File: src/rtl/alu_rsv_station_pkg.sv
// Shared types for the ALU reservation station: ALU op codes, flag bundle,
// operand slot and entry layouts.
package alu_rsv_station_pkg;

  localparam int GPR_SIZE     = 64;
  localparam int ROB_IDX_SIZE = 5;

  typedef enum logic [3:0] {
    FU_OP_PASS_A = 4'd0,
    FU_OP_PASS_B = 4'd1,
    FU_OP_PLUS   = 4'd2,
    FU_OP_MINUS  = 4'd3,
    FU_OP_AND    = 4'd4,
    FU_OP_ORR    = 4'd5,
    FU_OP_EOR    = 4'd6,
    FU_OP_CSEL   = 4'd7
  } fu_op_t;

  typedef struct packed {
    logic n;
    logic z;
    logic c;
    logic v;
  } nzcv_t;

  typedef struct packed {
    logic                    ready;
    logic [ROB_IDX_SIZE-1:0] tag;
    logic [GPR_SIZE-1:0]     value;
  } rs_operand_t;

  // Tags live inside the slots; the entry view only carries what select/issue needs.
  typedef struct packed {
    logic                    valid;
    fu_op_t                  fu_op;
    logic [ROB_IDX_SIZE-1:0] dst;
    logic                    set_nzcv;
    logic                    a_ready;
    logic [GPR_SIZE-1:0]     a_val;
    logic                    b_ready;
    logic [GPR_SIZE-1:0]     b_val;
    logic                    nzcv_ready;
    nzcv_t                   nzcv_val;
  } rs_entry_t;

endpackage

File: src/rtl/alu_rsv_station_if.sv
// Dispatch, result-broadcast and ALU-issue signals of the reservation station.
interface alu_rsv_station_if;
  import alu_rsv_station_pkg::*;

  logic                    in_flush;
  logic                    in_disp_valid;
  fu_op_t                  in_disp_fu_op;
  logic [ROB_IDX_SIZE-1:0] in_disp_dst_rob_index;
  logic                    in_disp_a_ready;
  logic                    in_disp_b_ready;
  logic                    in_disp_nzcv_ready;
  logic [ROB_IDX_SIZE-1:0] in_disp_a_tag;
  logic [ROB_IDX_SIZE-1:0] in_disp_b_tag;
  logic [ROB_IDX_SIZE-1:0] in_disp_nzcv_tag;
  logic [GPR_SIZE-1:0]     in_disp_a_val;
  logic [GPR_SIZE-1:0]     in_disp_b_val;
  nzcv_t                   in_disp_nzcv;
  logic                    in_disp_set_nzcv;
  logic                    out_disp_ready;
  logic                    in_cdb_valid;
  logic [ROB_IDX_SIZE-1:0] in_cdb_rob_index;
  logic [GPR_SIZE-1:0]     in_cdb_value;
  nzcv_t                   in_cdb_nzcv;
  logic                    in_cdb_set_nzcv;
  logic                    in_fu_ready;
  logic                    out_fu_start;
  fu_op_t                  out_fu_op;
  logic [GPR_SIZE-1:0]     out_fu_val_a;
  logic [GPR_SIZE-1:0]     out_fu_val_b;
  logic [ROB_IDX_SIZE-1:0] out_fu_dst_rob_index;
  logic                    out_fu_set_nzcv;
  nzcv_t                   out_fu_nzcv;

  modport master (
    output in_flush, in_disp_valid, in_disp_fu_op, in_disp_dst_rob_index,
           in_disp_a_ready, in_disp_b_ready, in_disp_nzcv_ready,
           in_disp_a_tag, in_disp_b_tag, in_disp_nzcv_tag,
           in_disp_a_val, in_disp_b_val, in_disp_nzcv, in_disp_set_nzcv,
           in_cdb_valid, in_cdb_rob_index, in_cdb_value, in_cdb_nzcv,
           in_cdb_set_nzcv, in_fu_ready,
    input  out_disp_ready, out_fu_start, out_fu_op, out_fu_val_a, out_fu_val_b,
           out_fu_dst_rob_index, out_fu_set_nzcv, out_fu_nzcv
  );

  modport slave (
    input  in_flush, in_disp_valid, in_disp_fu_op, in_disp_dst_rob_index,
           in_disp_a_ready, in_disp_b_ready, in_disp_nzcv_ready,
           in_disp_a_tag, in_disp_b_tag, in_disp_nzcv_tag,
           in_disp_a_val, in_disp_b_val, in_disp_nzcv, in_disp_set_nzcv,
           in_cdb_valid, in_cdb_rob_index, in_cdb_value, in_cdb_nzcv,
           in_cdb_set_nzcv, in_fu_ready,
    output out_disp_ready, out_fu_start, out_fu_op, out_fu_val_a, out_fu_val_b,
           out_fu_dst_rob_index, out_fu_set_nzcv, out_fu_nzcv
  );

endinterface

File: src/rtl/rs_operand_slot.sv
// One operand slot: holds ready/tag/value, captures a matching broadcast and
// bypasses a broadcast that coincides with the dispatch write.
module rs_operand_slot
  import alu_rsv_station_pkg::*;
#(
  parameter int W = GPR_SIZE
) (
  input  logic                    clk,
  input  logic                    rst_n,
  input  logic                    wr,
  input  logic                    disp_ready,
  input  logic [ROB_IDX_SIZE-1:0] disp_tag,
  input  logic [W-1:0]            disp_val,
  input  logic                    cdb_en,
  input  logic [ROB_IDX_SIZE-1:0] cdb_tag,
  input  logic [W-1:0]            cdb_val,
  output logic                    ready,
  output logic [W-1:0]            value
);

  logic                    ready_r;
  logic [ROB_IDX_SIZE-1:0] tag_r;
  logic [W-1:0]            value_r;
  logic                    bypass_s;
  logic                    wake_s;

  // Tag compares for the incoming operand and for the held operand.
  always_comb begin
    bypass_s = cdb_en && !disp_ready && (disp_tag == cdb_tag);
    wake_s   = cdb_en && !ready_r && (tag_r == cdb_tag);
  end

  // Slot state: dispatch write wins over wakeup of the previous occupant.
  always_ff @(posedge clk or negedge rst_n) begin
    if (!rst_n) begin
      ready_r <= 1'b0;
      tag_r   <= {ROB_IDX_SIZE{1'b0}};
      value_r <= {W{1'b0}};
    end else if (wr) begin
      ready_r <= disp_ready | bypass_s;
      tag_r   <= disp_tag;
      value_r <= bypass_s ? cdb_val : disp_val;
    end else if (wake_s) begin
      ready_r <= 1'b1;
      value_r <= cdb_val;
    end
  end

  assign ready = ready_r;
  assign value = value_r;

endmodule

File: src/rtl/alu_rsv_station.sv
// ALU reservation station: lowest-free dispatch, broadcast wakeup, and
// lowest-ready single issue per cycle with flush.
module alu_rsv_station
  import alu_rsv_station_pkg::*;
#(
  parameter int RS_DEPTH = 8
) (
  input  logic               in_clk,
  input  logic               in_rst_n,
  alu_rsv_station_if.slave   bus
);

  localparam int IDX_W = $clog2(RS_DEPTH);
  localparam int CNT_W = IDX_W + 1;

  logic [RS_DEPTH-1:0]     valid_r;
  fu_op_t                  op_r       [RS_DEPTH];
  logic [ROB_IDX_SIZE-1:0] dst_r      [RS_DEPTH];
  logic [RS_DEPTH-1:0]     set_nzcv_r;
  logic [CNT_W-1:0]        count_r;

  logic                    start_r;
  fu_op_t                  fu_op_r;
  logic [GPR_SIZE-1:0]     val_a_r;
  logic [GPR_SIZE-1:0]     val_b_r;
  logic [ROB_IDX_SIZE-1:0] fu_dst_r;
  logic                    fu_set_nzcv_r;
  nzcv_t                   fu_nzcv_r;

  logic [RS_DEPTH-1:0]     a_ready_s, b_ready_s, n_ready_s;
  logic [GPR_SIZE-1:0]     a_val_s    [RS_DEPTH];
  logic [GPR_SIZE-1:0]     b_val_s    [RS_DEPTH];
  logic [3:0]              n_val_s    [RS_DEPTH];
  rs_entry_t               entry_s    [RS_DEPTH];
  logic [RS_DEPTH-1:0]     ready_vec_s;
  logic [RS_DEPTH-1:0]     wr_s;
  logic [RS_DEPTH-1:0]     issue_mask_s;
  logic [IDX_W:0]          free_sel_s;
  logic [IDX_W:0]          rdy_sel_s;
  logic                    disp_ready_s;
  logic                    disp_acc_s;
  logic                    cdb_en_s;
  logic                    cdb_nzcv_en_s;
  logic                    issue_s;
  rs_operand_t             disp_a_s;
  rs_operand_t             disp_b_s;

  // Returns {found, index} of the lowest set bit.
  function automatic logic [IDX_W:0] lowest_set(input logic [RS_DEPTH-1:0] vec);
    logic [IDX_W:0] res;
    res = {(IDX_W+1){1'b0}};
    for (int k = RS_DEPTH - 1; k >= 0; k--) begin
      if (vec[k]) begin
        res = {1'b1, IDX_W'(k)};
      end
    end
    return res;
  endfunction

  // Handshake qualification and free/ready selection from start-of-cycle state.
  always_comb begin
    disp_ready_s  = (count_r != CNT_W'(RS_DEPTH));
    disp_acc_s    = bus.in_disp_valid & disp_ready_s & ~bus.in_flush;
    cdb_en_s      = bus.in_cdb_valid & ~bus.in_flush;
    cdb_nzcv_en_s = cdb_en_s & bus.in_cdb_set_nzcv;
    free_sel_s    = lowest_set(~valid_r);
    rdy_sel_s     = lowest_set(ready_vec_s);
    issue_s       = bus.in_fu_ready & rdy_sel_s[IDX_W] & ~bus.in_flush;
    disp_a_s      = '{ready: bus.in_disp_a_ready, tag: bus.in_disp_a_tag,
                      value: bus.in_disp_a_val};
    disp_b_s      = '{ready: bus.in_disp_b_ready, tag: bus.in_disp_b_tag,
                      value: bus.in_disp_b_val};
    for (int k = 0; k < RS_DEPTH; k++) begin
      wr_s[k]         = disp_acc_s && free_sel_s[IDX_W] &&
                        (free_sel_s[IDX_W-1:0] == IDX_W'(k));
      issue_mask_s[k] = issue_s && (rdy_sel_s[IDX_W-1:0] == IDX_W'(k));
    end
  end

  for (genvar i = 0; i < RS_DEPTH; i++) begin : g_entry
    rs_operand_slot #(.W(GPR_SIZE)) u_slot_a (
      .clk(in_clk), .rst_n(in_rst_n), .wr(wr_s[i]),
      .disp_ready(disp_a_s.ready), .disp_tag(disp_a_s.tag), .disp_val(disp_a_s.value),
      .cdb_en(cdb_en_s), .cdb_tag(bus.in_cdb_rob_index), .cdb_val(bus.in_cdb_value),
      .ready(a_ready_s[i]), .value(a_val_s[i])
    );

    rs_operand_slot #(.W(GPR_SIZE)) u_slot_b (
      .clk(in_clk), .rst_n(in_rst_n), .wr(wr_s[i]),
      .disp_ready(disp_b_s.ready), .disp_tag(disp_b_s.tag), .disp_val(disp_b_s.value),
      .cdb_en(cdb_en_s), .cdb_tag(bus.in_cdb_rob_index), .cdb_val(bus.in_cdb_value),
      .ready(b_ready_s[i]), .value(b_val_s[i])
    );

    rs_operand_slot #(.W(4)) u_slot_nzcv (
      .clk(in_clk), .rst_n(in_rst_n), .wr(wr_s[i]),
      .disp_ready(bus.in_disp_nzcv_ready), .disp_tag(bus.in_disp_nzcv_tag),
      .disp_val(bus.in_disp_nzcv),
      .cdb_en(cdb_nzcv_en_s), .cdb_tag(bus.in_cdb_rob_index), .cdb_val(bus.in_cdb_nzcv),
      .ready(n_ready_s[i]), .value(n_val_s[i])
    );

    // Entry view assembled from control registers and slot outputs.
    always_comb begin
      entry_s[i].valid      = valid_r[i];
      entry_s[i].fu_op      = op_r[i];
      entry_s[i].dst        = dst_r[i];
      entry_s[i].set_nzcv   = set_nzcv_r[i];
      entry_s[i].a_ready    = a_ready_s[i];
      entry_s[i].a_val      = a_val_s[i];
      entry_s[i].b_ready    = b_ready_s[i];
      entry_s[i].b_val      = b_val_s[i];
      entry_s[i].nzcv_ready = n_ready_s[i];
      entry_s[i].nzcv_val   = nzcv_t'(n_val_s[i]);
    end

    assign ready_vec_s[i] = entry_s[i].valid & entry_s[i].a_ready &
                            entry_s[i].b_ready & entry_s[i].nzcv_ready;
  end

  // Occupancy, entry control fields and the registered issue port.
  always_ff @(posedge in_clk or negedge in_rst_n) begin
    if (!in_rst_n) begin
      valid_r       <= {RS_DEPTH{1'b0}};
      set_nzcv_r    <= {RS_DEPTH{1'b0}};
      count_r       <= {CNT_W{1'b0}};
      start_r       <= 1'b0;
      fu_op_r       <= FU_OP_PASS_A;
      val_a_r       <= {GPR_SIZE{1'b0}};
      val_b_r       <= {GPR_SIZE{1'b0}};
      fu_dst_r      <= {ROB_IDX_SIZE{1'b0}};
      fu_set_nzcv_r <= 1'b0;
      fu_nzcv_r     <= 4'b0000;
      for (int k = 0; k < RS_DEPTH; k++) begin
        op_r[k]  <= FU_OP_PASS_A;
        dst_r[k] <= {ROB_IDX_SIZE{1'b0}};
      end
    end else if (bus.in_flush) begin
      valid_r <= {RS_DEPTH{1'b0}};
      count_r <= {CNT_W{1'b0}};
      start_r <= 1'b0;
    end else begin
      valid_r <= (valid_r & ~issue_mask_s) | wr_s;
      case ({disp_acc_s, issue_s})
        2'b10:   count_r <= count_r + CNT_W'(1);
        2'b01:   count_r <= count_r - CNT_W'(1);
        default: count_r <= count_r;
      endcase
      for (int k = 0; k < RS_DEPTH; k++) begin
        if (wr_s[k]) begin
          op_r[k]       <= bus.in_disp_fu_op;
          dst_r[k]      <= bus.in_disp_dst_rob_index;
          set_nzcv_r[k] <= bus.in_disp_set_nzcv;
        end
      end
      start_r <= issue_s;
      if (issue_s) begin
        fu_op_r       <= entry_s[rdy_sel_s[IDX_W-1:0]].fu_op;
        val_a_r       <= entry_s[rdy_sel_s[IDX_W-1:0]].a_val;
        val_b_r       <= entry_s[rdy_sel_s[IDX_W-1:0]].b_val;
        fu_dst_r      <= entry_s[rdy_sel_s[IDX_W-1:0]].dst;
        fu_set_nzcv_r <= entry_s[rdy_sel_s[IDX_W-1:0]].set_nzcv;
        fu_nzcv_r     <= entry_s[rdy_sel_s[IDX_W-1:0]].nzcv_val;
      end
    end
  end

  assign bus.out_disp_ready       = disp_ready_s;
  assign bus.out_fu_start         = start_r;
  assign bus.out_fu_op            = fu_op_r;
  assign bus.out_fu_val_a         = val_a_r;
  assign bus.out_fu_val_b         = val_b_r;
  assign bus.out_fu_dst_rob_index = fu_dst_r;
  assign bus.out_fu_set_nzcv      = fu_set_nzcv_r;
  assign bus.out_fu_nzcv          = fu_nzcv_r;

endmodule

File: src/flat_wrapper.sv
// flat-port wrapper written by rule: the top's interface ports become plain ports
module alu_rsv_station_flat import alu_rsv_station_pkg::*;
#(
  parameter int RS_DEPTH = 8
)
  (in_clk, in_rst_n, bus_in_flush, bus_in_disp_valid, bus_in_disp_fu_op, bus_in_disp_dst_rob_index, bus_in_disp_a_ready, bus_in_disp_b_ready, bus_in_disp_nzcv_ready, bus_in_disp_a_tag, bus_in_disp_b_tag, bus_in_disp_nzcv_tag, bus_in_disp_a_val, bus_in_disp_b_val, bus_in_disp_nzcv, bus_in_disp_set_nzcv, bus_in_cdb_valid, bus_in_cdb_rob_index, bus_in_cdb_value, bus_in_cdb_nzcv, bus_in_cdb_set_nzcv, bus_in_fu_ready, bus_out_disp_ready, bus_out_fu_start, bus_out_fu_op, bus_out_fu_val_a, bus_out_fu_val_b, bus_out_fu_dst_rob_index, bus_out_fu_set_nzcv, bus_out_fu_nzcv);
  alu_rsv_station_if bus_i ();
  input  logic in_clk;
  input  logic in_rst_n;
  input wire logic [$bits(bus_i.in_flush)-1:0] bus_in_flush;
  input wire logic [$bits(bus_i.in_disp_valid)-1:0] bus_in_disp_valid;
  input wire logic [$bits(bus_i.in_disp_fu_op)-1:0] bus_in_disp_fu_op;
  input wire logic [$bits(bus_i.in_disp_dst_rob_index)-1:0] bus_in_disp_dst_rob_index;
  input wire logic [$bits(bus_i.in_disp_a_ready)-1:0] bus_in_disp_a_ready;
  input wire logic [$bits(bus_i.in_disp_b_ready)-1:0] bus_in_disp_b_ready;
  input wire logic [$bits(bus_i.in_disp_nzcv_ready)-1:0] bus_in_disp_nzcv_ready;
  input wire logic [$bits(bus_i.in_disp_a_tag)-1:0] bus_in_disp_a_tag;
  input wire logic [$bits(bus_i.in_disp_b_tag)-1:0] bus_in_disp_b_tag;
  input wire logic [$bits(bus_i.in_disp_nzcv_tag)-1:0] bus_in_disp_nzcv_tag;
  input wire logic [$bits(bus_i.in_disp_a_val)-1:0] bus_in_disp_a_val;
  input wire logic [$bits(bus_i.in_disp_b_val)-1:0] bus_in_disp_b_val;
  input wire logic [$bits(bus_i.in_disp_nzcv)-1:0] bus_in_disp_nzcv;
  input wire logic [$bits(bus_i.in_disp_set_nzcv)-1:0] bus_in_disp_set_nzcv;
  input wire logic [$bits(bus_i.in_cdb_valid)-1:0] bus_in_cdb_valid;
  input wire logic [$bits(bus_i.in_cdb_rob_index)-1:0] bus_in_cdb_rob_index;
  input wire logic [$bits(bus_i.in_cdb_value)-1:0] bus_in_cdb_value;
  input wire logic [$bits(bus_i.in_cdb_nzcv)-1:0] bus_in_cdb_nzcv;
  input wire logic [$bits(bus_i.in_cdb_set_nzcv)-1:0] bus_in_cdb_set_nzcv;
  input wire logic [$bits(bus_i.in_fu_ready)-1:0] bus_in_fu_ready;
  output wire logic [$bits(bus_i.out_disp_ready)-1:0] bus_out_disp_ready;
  output wire logic [$bits(bus_i.out_fu_start)-1:0] bus_out_fu_start;
  output wire logic [$bits(bus_i.out_fu_op)-1:0] bus_out_fu_op;
  output wire logic [$bits(bus_i.out_fu_val_a)-1:0] bus_out_fu_val_a;
  output wire logic [$bits(bus_i.out_fu_val_b)-1:0] bus_out_fu_val_b;
  output wire logic [$bits(bus_i.out_fu_dst_rob_index)-1:0] bus_out_fu_dst_rob_index;
  output wire logic [$bits(bus_i.out_fu_set_nzcv)-1:0] bus_out_fu_set_nzcv;
  output wire logic [$bits(bus_i.out_fu_nzcv)-1:0] bus_out_fu_nzcv;
  assign bus_i.in_flush = bus_in_flush;
  assign bus_i.in_disp_valid = bus_in_disp_valid;
  assign bus_i.in_disp_fu_op = bus_in_disp_fu_op;
  assign bus_i.in_disp_dst_rob_index = bus_in_disp_dst_rob_index;
  assign bus_i.in_disp_a_ready = bus_in_disp_a_ready;
  assign bus_i.in_disp_b_ready = bus_in_disp_b_ready;
  assign bus_i.in_disp_nzcv_ready = bus_in_disp_nzcv_ready;
  assign bus_i.in_disp_a_tag = bus_in_disp_a_tag;
  assign bus_i.in_disp_b_tag = bus_in_disp_b_tag;
  assign bus_i.in_disp_nzcv_tag = bus_in_disp_nzcv_tag;
  assign bus_i.in_disp_a_val = bus_in_disp_a_val;
  assign bus_i.in_disp_b_val = bus_in_disp_b_val;
  assign bus_i.in_disp_nzcv = bus_in_disp_nzcv;
  assign bus_i.in_disp_set_nzcv = bus_in_disp_set_nzcv;
  assign bus_i.in_cdb_valid = bus_in_cdb_valid;
  assign bus_i.in_cdb_rob_index = bus_in_cdb_rob_index;
  assign bus_i.in_cdb_value = bus_in_cdb_value;
  assign bus_i.in_cdb_nzcv = bus_in_cdb_nzcv;
  assign bus_i.in_cdb_set_nzcv = bus_in_cdb_set_nzcv;
  assign bus_i.in_fu_ready = bus_in_fu_ready;
  assign bus_out_disp_ready = bus_i.out_disp_ready;
  assign bus_out_fu_start = bus_i.out_fu_start;
  assign bus_out_fu_op = bus_i.out_fu_op;
  assign bus_out_fu_val_a = bus_i.out_fu_val_a;
  assign bus_out_fu_val_b = bus_i.out_fu_val_b;
  assign bus_out_fu_dst_rob_index = bus_i.out_fu_dst_rob_index;
  assign bus_out_fu_set_nzcv = bus_i.out_fu_set_nzcv;
  assign bus_out_fu_nzcv = bus_i.out_fu_nzcv;
  alu_rsv_station #(.RS_DEPTH(RS_DEPTH)) u_core (.in_clk(in_clk), .in_rst_n(in_rst_n), .bus(bus_i));
endmodule
File: config.mk
export PLATFORM = sky130hd
export DESIGN_NAME = alu_rsv_station_flat
export DESIGN_NICKNAME = d
export VERILOG_FILES = /design/src/rtl/alu_rsv_station_pkg.sv /design/src/rtl/alu_rsv_station_if.sv /design/src/rtl/rs_operand_slot.sv /design/src/rtl/alu_rsv_station.sv /design/src/flat_wrapper.sv
export SDC_FILE = /design/constraint.sdc
export NUM_CORES = 2
export LEC_CHECK = 0
export ABC_CLOCK_PERIOD_IN_PS = 4300
export BUFFER_PORTS_ARGS = -buffer_cell sky130_fd_sc_hd__clkbuf_2
export CAP_MARGIN = 20
export CELL_PAD_IN_SITES_DETAIL_PLACEMENT = 1
export CELL_PAD_IN_SITES_GLOBAL_PLACEMENT = 2
export CORE_ASPECT_RATIO = 1.2
export CORE_MARGIN = 10
export CORE_UTILIZATION = 40
export DETAILED_ROUTE_END_ITERATION = 8
export MAX_ROUTING_LAYER = met4
export PLACE_DENSITY = 0.85
export SETUP_SLACK_MARGIN = 0.05
export SLEW_MARGIN = 20
export SYNTH_ARGS = -nofsm -noshare
export SYNTH_HDL_FRONTEND = slang
export SYNTH_SLANG_ARGS = --single-unit
File: constraint.sdc
create_clock -name in_clk -period 4.3 [get_ports in_clk]
set_input_delay 0.215 -clock in_clk [delete_from_list [all_inputs] [get_ports in_clk]]
set_output_delay 0.215 -clock in_clk [all_outputs]
set_load 0.005 [all_outputs]
Yosys cells after proc, flatten, opt, wreduce, memory -nomap -nowiden
Index checks and enable logic that the tools add are counted.
Operators by class
  add/subtract/negate cells: 2
  magnitude comparators: 1
  eq/ne operators: 44
  multiplexer cells: 122
  bitwise logic cells: 39
  reduce and logical (&&, ||, !) cells: 134
Operator list (count)
  64-bit 2-to-1 mux: 34
  146-bit binary-select mux with 3-bit select: 1
  145-bit 2-to-1 mux: 2
  4-bit 2-to-1 mux: 34
  5-bit == test: 27
  1-bit logical AND: 71
  1-bit 2-to-1 mux: 49
  2-bit nonzero test: 24
  1-bit bitwise AND: 30
  1-bit logical NOT: 27
  3-bit == test, second input constant: 8
  2-bit AND reduction: 9
  8-bit NOT: 2
  3-bit by 2-bit == test with 1-bit output, second input constant: 4
  8-bit bitwise AND: 1
  8-bit 2-to-1 mux: 1
  8-bit bitwise OR: 1
  4-bit case mux with 2 select lines: 1
  3-bit by 1-bit == test with 1-bit output, second input constant: 2
  3-bit logical NOT: 2
  4-bit by 1-bit adder with 4-bit output, second input constant: 1
  4-bit >= comparator, second input constant: 1
  4-bit != test, second input constant: 1
  3-bit NOT with 4-bit output: 1
  other kinds (6): 8
Storage, ports and cells
  flip-flop bits (word level): 1435
  input port bits: 240
  output and inout bits: 144
  logic and storage cells: 450

Longest topological paths before layout
  depth in word-level cells: 18
  mapped depth: 14
  mapped depth without buffers: 11

Modules after synthesis
From an unflattened synthesis, not the netlist that was laid out.
Second synthesis, totals
  cell total of the unflattened synthesis: 8596
  area total of the unflattened synthesis: 89553.4 sq um
By module, submodules not included
  rs_operand_slot at u_core.g_entry[0].u_slot_a ...: times used 16, cells an instance 426, area an instance 4356.7 sq um, seq. area each 1751.7 sq um
  alu_rsv_station: times used 1, cells an instance 1316, area an instance 14471.4 sq um, seq. area each 5880.6 sq um
  rs_operand_slot at u_core.g_entry[0].u_slot_nzcv ...: times used 8, cells an instance 58, area an instance 671.9 sq um, seq. area each 250.2 sq um

Worst setup path after synthesis
No wires, ideal clock.
  kind: register to register
  from: reg u_core.valid_r[6]
  to: reg u_core.count_r[3]
  setup time: 132 ps
  arrival time: 3151 ps
  data required time: 4168 ps
  slack: 1017 ps
  stages on the path, launching flop included: 14
  path buffers: 2
  period minus slack after synthesis: 3283 ps
  cells stage by stage: dfrtp_1 -> and4_1 -> or4b_2 -> o21ai_1 -> buf_2 -> buf_2 -> a21oi_1 -> ha_1 -> a21o_1 -> a21oi_1 -> nor2_1 -> mux2i_1 -> xor2_1 -> nor2_1
On the way
  longest elaborated chain between the ends: 15
  elaborated cells on any way between the ends: 17
  classes of those cells: 2 x eq/ne; 9 x mux; 5 x bitwise; 1 x reduce/logical
RTL lines
  start: declaration: RTL line alu_rsv_station.sv:16  | logic [RS_DEPTH-1:0] valid_r;
  start signal: assignment: RTL line alu_rsv_station.sv:124  | valid_r <= {RS_DEPTH{1'b0}};
  start signal: assignment: RTL line alu_rsv_station.sv:139  | valid_r <= {RS_DEPTH{1'b0}};
  start signal: assignment: RTL line alu_rsv_station.sv:143  | valid_r <= (valid_r & ~issue_mask_s) | wr_s;
  1-bit bitwise AND * (2 in a row): RTL line alu_rsv_station.sv:117  | assign ready_vec_s[i] = entry_s[i].valid & entry_s[i].a_ready &
  1-bit bitwise AND *: RTL line alu_rsv_station.sv:118  | entry_s[i].b_ready & entry_s[i].nzcv_ready;
  4-bit 2-to-1 mux * (7 in a row): RTL line alu_rsv_station.sv:53  | if (vec[k]) begin
  1-bit bitwise AND * (2 in a row): RTL line alu_rsv_station.sv:68  | issue_s = bus.in_fu_ready & rdy_sel_s[IDX_W] & ~bus.in_flush;
  2-bit by 1-bit == test with 1-bit output or 2-bit == test (tied branches): RTL line alu_rsv_station.sv:144  | case ({disp_acc_s, issue_s})
  4-bit case mux with 2 select lines: RTL line alu_rsv_station.sv:144
  4-bit 2-to-1 mux: RTL line alu_rsv_station.sv:138  | end else if (bus.in_flush) begin
  end signal: assignment: RTL line alu_rsv_station.sv:140  | count_r <= {CNT_W{1'b0}};
  end signal: assignment: RTL line alu_rsv_station.sv:145  | 2'b10: count_r <= count_r + CNT_W'(1);
  end signal: assignment: RTL line alu_rsv_station.sv:146  | 2'b01: count_r <= count_r - CNT_W'(1);
  end: declaration: RTL line alu_rsv_station.sv:20  | logic [CNT_W-1:0] count_r;
Mark *: on every way between the ends. The rest lies on a longest branch, timed or not.
A chain may end at the register's enable or synchronous reset.

Final worst setup path
  from: reg u_core.count_r[0]
  to: reg u_core.g_entry[5].u_slot_a.value_r[41]
On the way
  longest elaborated chain between the ends: 6
  elaborated cells on any way between the ends: 7
  classes of those cells: 1 x eq/ne; 1 x mux; 2 x bitwise; 3 x reduce/logical
RTL lines
  start signal: assignment: RTL line alu_rsv_station.sv:126  | count_r <= {CNT_W{1'b0}};
  start signal: assignment: RTL line alu_rsv_station.sv:140
  start signal: assignment: RTL line alu_rsv_station.sv:145
  4-bit != test *: RTL line alu_rsv_station.sv:62  | disp_ready_s = (count_r != CNT_W'(RS_DEPTH));
  1-bit bitwise AND * (2 in a row): RTL line alu_rsv_station.sv:63  | disp_acc_s = bus.in_disp_valid & disp_ready_s & ~bus.in_flush;
  1-bit logical AND * (2 in a row): RTL line alu_rsv_station.sv:74  | wr_s[k] = disp_acc_s && free_sel_s[IDX_W] &&
  64-bit 2-to-1 mux or 2-bit nonzero test (tied branches)
  end signal: assignment: RTL line rs_operand_slot.sv:38  | value_r <= {W{1'b0}};
  end signal: assignment: RTL line rs_operand_slot.sv:42  | value_r <= bypass_s ? cdb_val : disp_val;
  end signal: assignment: RTL line rs_operand_slot.sv:45  | value_r <= cdb_val;
  end: declaration: RTL line rs_operand_slot.sv:23  | logic [W-1:0] value_r;
Marks and branches as above.

==> results.yml <==
outcome:
  status: "completed"
critical_path:
  end_kind: "flop"
  critical_path.top_delay_family: "simple AND/OR/NAND/NOR gates"
  worstSetupPathType: "flop to flop"
  cpPeakStageDelay_ps: 900
  worst_ep_required_time_ps: 5070
  slowest_stage: "mux2i_4"
  arrival_ps: 4740
  crit_fanout: 14
  crit_buf_inv: 2
  cp_common_cell: "nor2_1"
  path_cells: "or4b_1, and4_4, nand4b_2, mux2i_4, buf_4, nor2_1, nor2_1, dlygate4sd3_1"
  cp-start-kind: "flop"
sta:
  tightestPinTransition_ps: 1130
  rsz0062_at_grt: "false"
  finalCritPeriodShare_pct: 92.4
  skew_ps: 30.8
  slew_violations: 0
  setup_violations: 0
  hold_violations: 0
  fin_setup_tns_ps: 0
  worst_hold_slack_ps: 43.9
  relSlewSlack_pct: 23.8
  fmax_mhz: 252
  min_period_ps: 3970
route:
  ant_nets: 0
  dr_total_vias: 64556
  route.detailed.drc: 0
  wl_per_cell_um: 33.6
  drt_wl_total_mm: 325
  drt-pass1-iter-count: 9
  vias_per_cell: 6.69
  drt_iter0_drc: 7753
floorplanning:
  die_h_um: 472
  die_area_um2: 187000
  die-width_um: 396
  row_count: 165
  initial_core_util_pct: 40.3
  io_pins: 384
  core-area_um2: 169000
clock_tree:
  htree_num_levels: 4
  post_cts_resize_count: 0
  clk_pin_slew_ps: 60
  cts_root_buffer: "clkbuf_16"
  cts_buffers: 158
  clock_latency_ps: 840
  clock-sinks: 1435
  clockBufferDepth: 3
  cts_tree: "yes"
logic_synthesis:
  synth_nets: 7203
  syn-cell-area_um2: 68000
  synth_cell_types: 67
  syn_inst: 6960
  synth.ff_latch_count: 1435
  async_flop_share_pct: 100
  yosys_warnings: 0
  synth_area_leader_cell: "dfrtp_1"
  synth_edf_count: 0
  synth_top_cell_area_share_pct: 52.8
  synth_area_per_cell_um2: 9.77
  synth_flop_cell: "dfrtp_1"
  seq_area_frac_synth_pct: 52.8
  synth_area_leaders: "dfrtp_1 53%, o22ai_1 5.5%, nand2_1 5.1%, nor2_1 4.8%, mux2i_1 3.6%"
final_layout:
  seq_area_um2: 35900
  area_delta_synth_final_pct: 18.7
  layout_common_cells: "1435 x dfrtp_1, 901 x nand2_1, 853 x nor2_1, 601 x o22ai_1, 382 x clkbuf_2"
  drive_gt1_share_pct: 15.5
  final_common_cell: "dfrtp_1"
  finalNetCount: 7483
  fill_cells: 18666
  multi_input_area_um2: 29100
hold_path:
  hold_class: "primary input to async pin"
global_route:
  grtUsageTotal_pct: 34.6
  use_met3_pct: 9.13
  grtUsageMet2_pct: 51.6
  overflow: 0
  grt_pass1_wl_mm: 472
  grt_max_degree: 122
  grt-busiest-layer: "met2"
  grt_pass1_vias: 67399
  antenna_found_initial: 47
  met1_usage_pct: 43.8
place:
  gp_congestion: 0.871
  dp_hpwl_mm: 181
  io_buffers: 383
power_and_ir_drop:
  peakVddDrop_mv: 0.332
  p_total_mw: 40.7
  power_density_nw_per_um2: 504
  power_leakage_nw: 37.6
run:
  drv_cap: 0
kinds of logic (layout without fill, tap and decap cells):
family | after synthesis | in the layout | share of synthesized area, %
multiplexers | 360 | 360 | 5.58
AO/OA/AOI/OAI | 2034 | 2034 | 21.4
buffers and inverters | 844 | 1241 | 5.20
flip-flops | 1435 | 1435 | 52.8
adder cells (fa/ha/maj) | 3 | 3 | 0.0662
AND/OR/NAND/NOR | 2145 | 2145 | 13.2
other | 0 | 43 | 0
XOR/XNOR | 139 | 139 | 1.79
area by class of cell:
| type | count | area share (%) |
|---|---|---|
| flip-flops and latches | 1435 | 44.5 |
| well taps | 2254 | 3.49 |
| diodes | 43 | 0.133 |
| clock inverters | 40 | 0.496 |
| inverters | 66 | 0.307 |
| multi-input cells | 4681 | 36.0 |
| repair buffers | 898 | 9.32 |
| clock buffers | 237 | 5.73 |
timing repair:
item	4_1_cts	5_1_grt
hold buffers	313	0
setup buffers	0	0
endpoints found under the hold margin	1389	0
flip-flops by register name, summed over array words and instances, names as in the netlist, 5 cells and up:
name                              count
u_core.bus.out_fu_dst_rob_index       5
u_core.dst_r                         40
u_core.g_entry.u_slot_nzcv.ready      8
u_core.set_nzcv_r                     8
u_core.g_entry.u_slot_a.ready         8
u_core.entry_s                       32
u_core.bus.out_fu_val_a              64
u_core.g_entry.u_slot_a.value       512
u_core.g_entry.u_slot_nzcv.tag_r     40
u_core.g_entry.u_slot_b.value       512
u_core.bus.out_fu_val_b              64
u_core.g_entry.u_slot_b.ready         8
u_core.g_entry.u_slot_b.tag_r        40
u_core.g_entry.u_slot_nzcv.value     32
u_core.g_entry.u_slot_a.tag_r        40
u_core.valid_r                        8
through the flow:
stage | setup WS, ps | util [%] | cells | area (um2)
6_report | 328 | 47.8 | 9654 | 80700
5_1_grt | 305 | 47.8 | 9648 | 80700
4_1_cts | 410 | 47.7 | 9611 | 80600
3_5_place_dp | 777 | 42.9 | 9021 | 72500
3_3_place_gp | 784 | 42.9 | 9020 | 72400
2_1_floorplan | 1020 | - | 6960 | 68000
where the power goes:
group | total [mW] | switching, mW | internal (mW)
logic | 7.75 | 4.05 | 3.70
registers | 19.2 | 2.53 | 16.7
clock network | 13.7 | 5.95 | 7.76
final timing paths:
kind | start | slack (ps) | end | depth (start not counted)
min in group in_clk | bus_in_disp_fu_op[3] | 230 | u_core.entry_s[728] | 4
max | u_core.count_r[0] | 330 | u_core.g_entry[5].u_slot_a.value[41] | 8
min | in_rst_n | 40 | u_core.g_entry[6].u_slot_b.value[56] | 2
max reg2reg | u_core.count_r[0] | 330 | u_core.g_entry[5].u_slot_a.value[41] | 8
max in group asynchronous | in_rst_n | 2860 | u_core.g_entry[7].u_slot_a.value[16] | 3
min reg2reg | u_core.dst_r[3] | 470 | u_core.dst_r[3] | 2
worst reg2reg max path: cells and delay by family (launching register included):
kind          cells  cell delay, ps
simple gates      5            1580
flops             1             430
buf+inv           2            1000
mux               1             900
metal layers:
| metal | vias up | wire [um] |
|---|---|---|
| met1 | 33580 | 127000 |
| li1 | 25790 | - |
| met5 | - | 0 |
| met2 | 4185 | 146000 |
| met3 | 1001 | 35600 |
| met4 | 0 | 15700 |
synthesized netlist by cell type, types with 50 or more instances:
| cell | count |
|---|---|
| buf_1 | 95 |
| a211oi_1 | 50 |
| o211ai_1 | 66 |
| a22o_1 | 82 |
| o21a_1 | 64 |
| o22a_1 | 64 |
| clkbuf_1 | 515 |
| a22oi_1 | 288 |
| nor2_1 | 867 |
| o21ai_0 | 111 |
| mux2_2 | 108 |
| a21oi_1 | 239 |
| o221a_2 | 128 |
| a221o_1 | 56 |
| mux2i_1 | 246 |
| dfrtp_1 | 1435 |
| buf_2 | 138 |
| o21ai_1 | 64 |
| nand3_1 | 87 |
| o22ai_1 | 601 |
| a221oi_1 | 65 |
| nand2_1 | 916 |
| inv_1 | 66 |
| or3_1 | 130 |
| xnor2_1 | 98 |
Power figures use the tool's default switching activity.
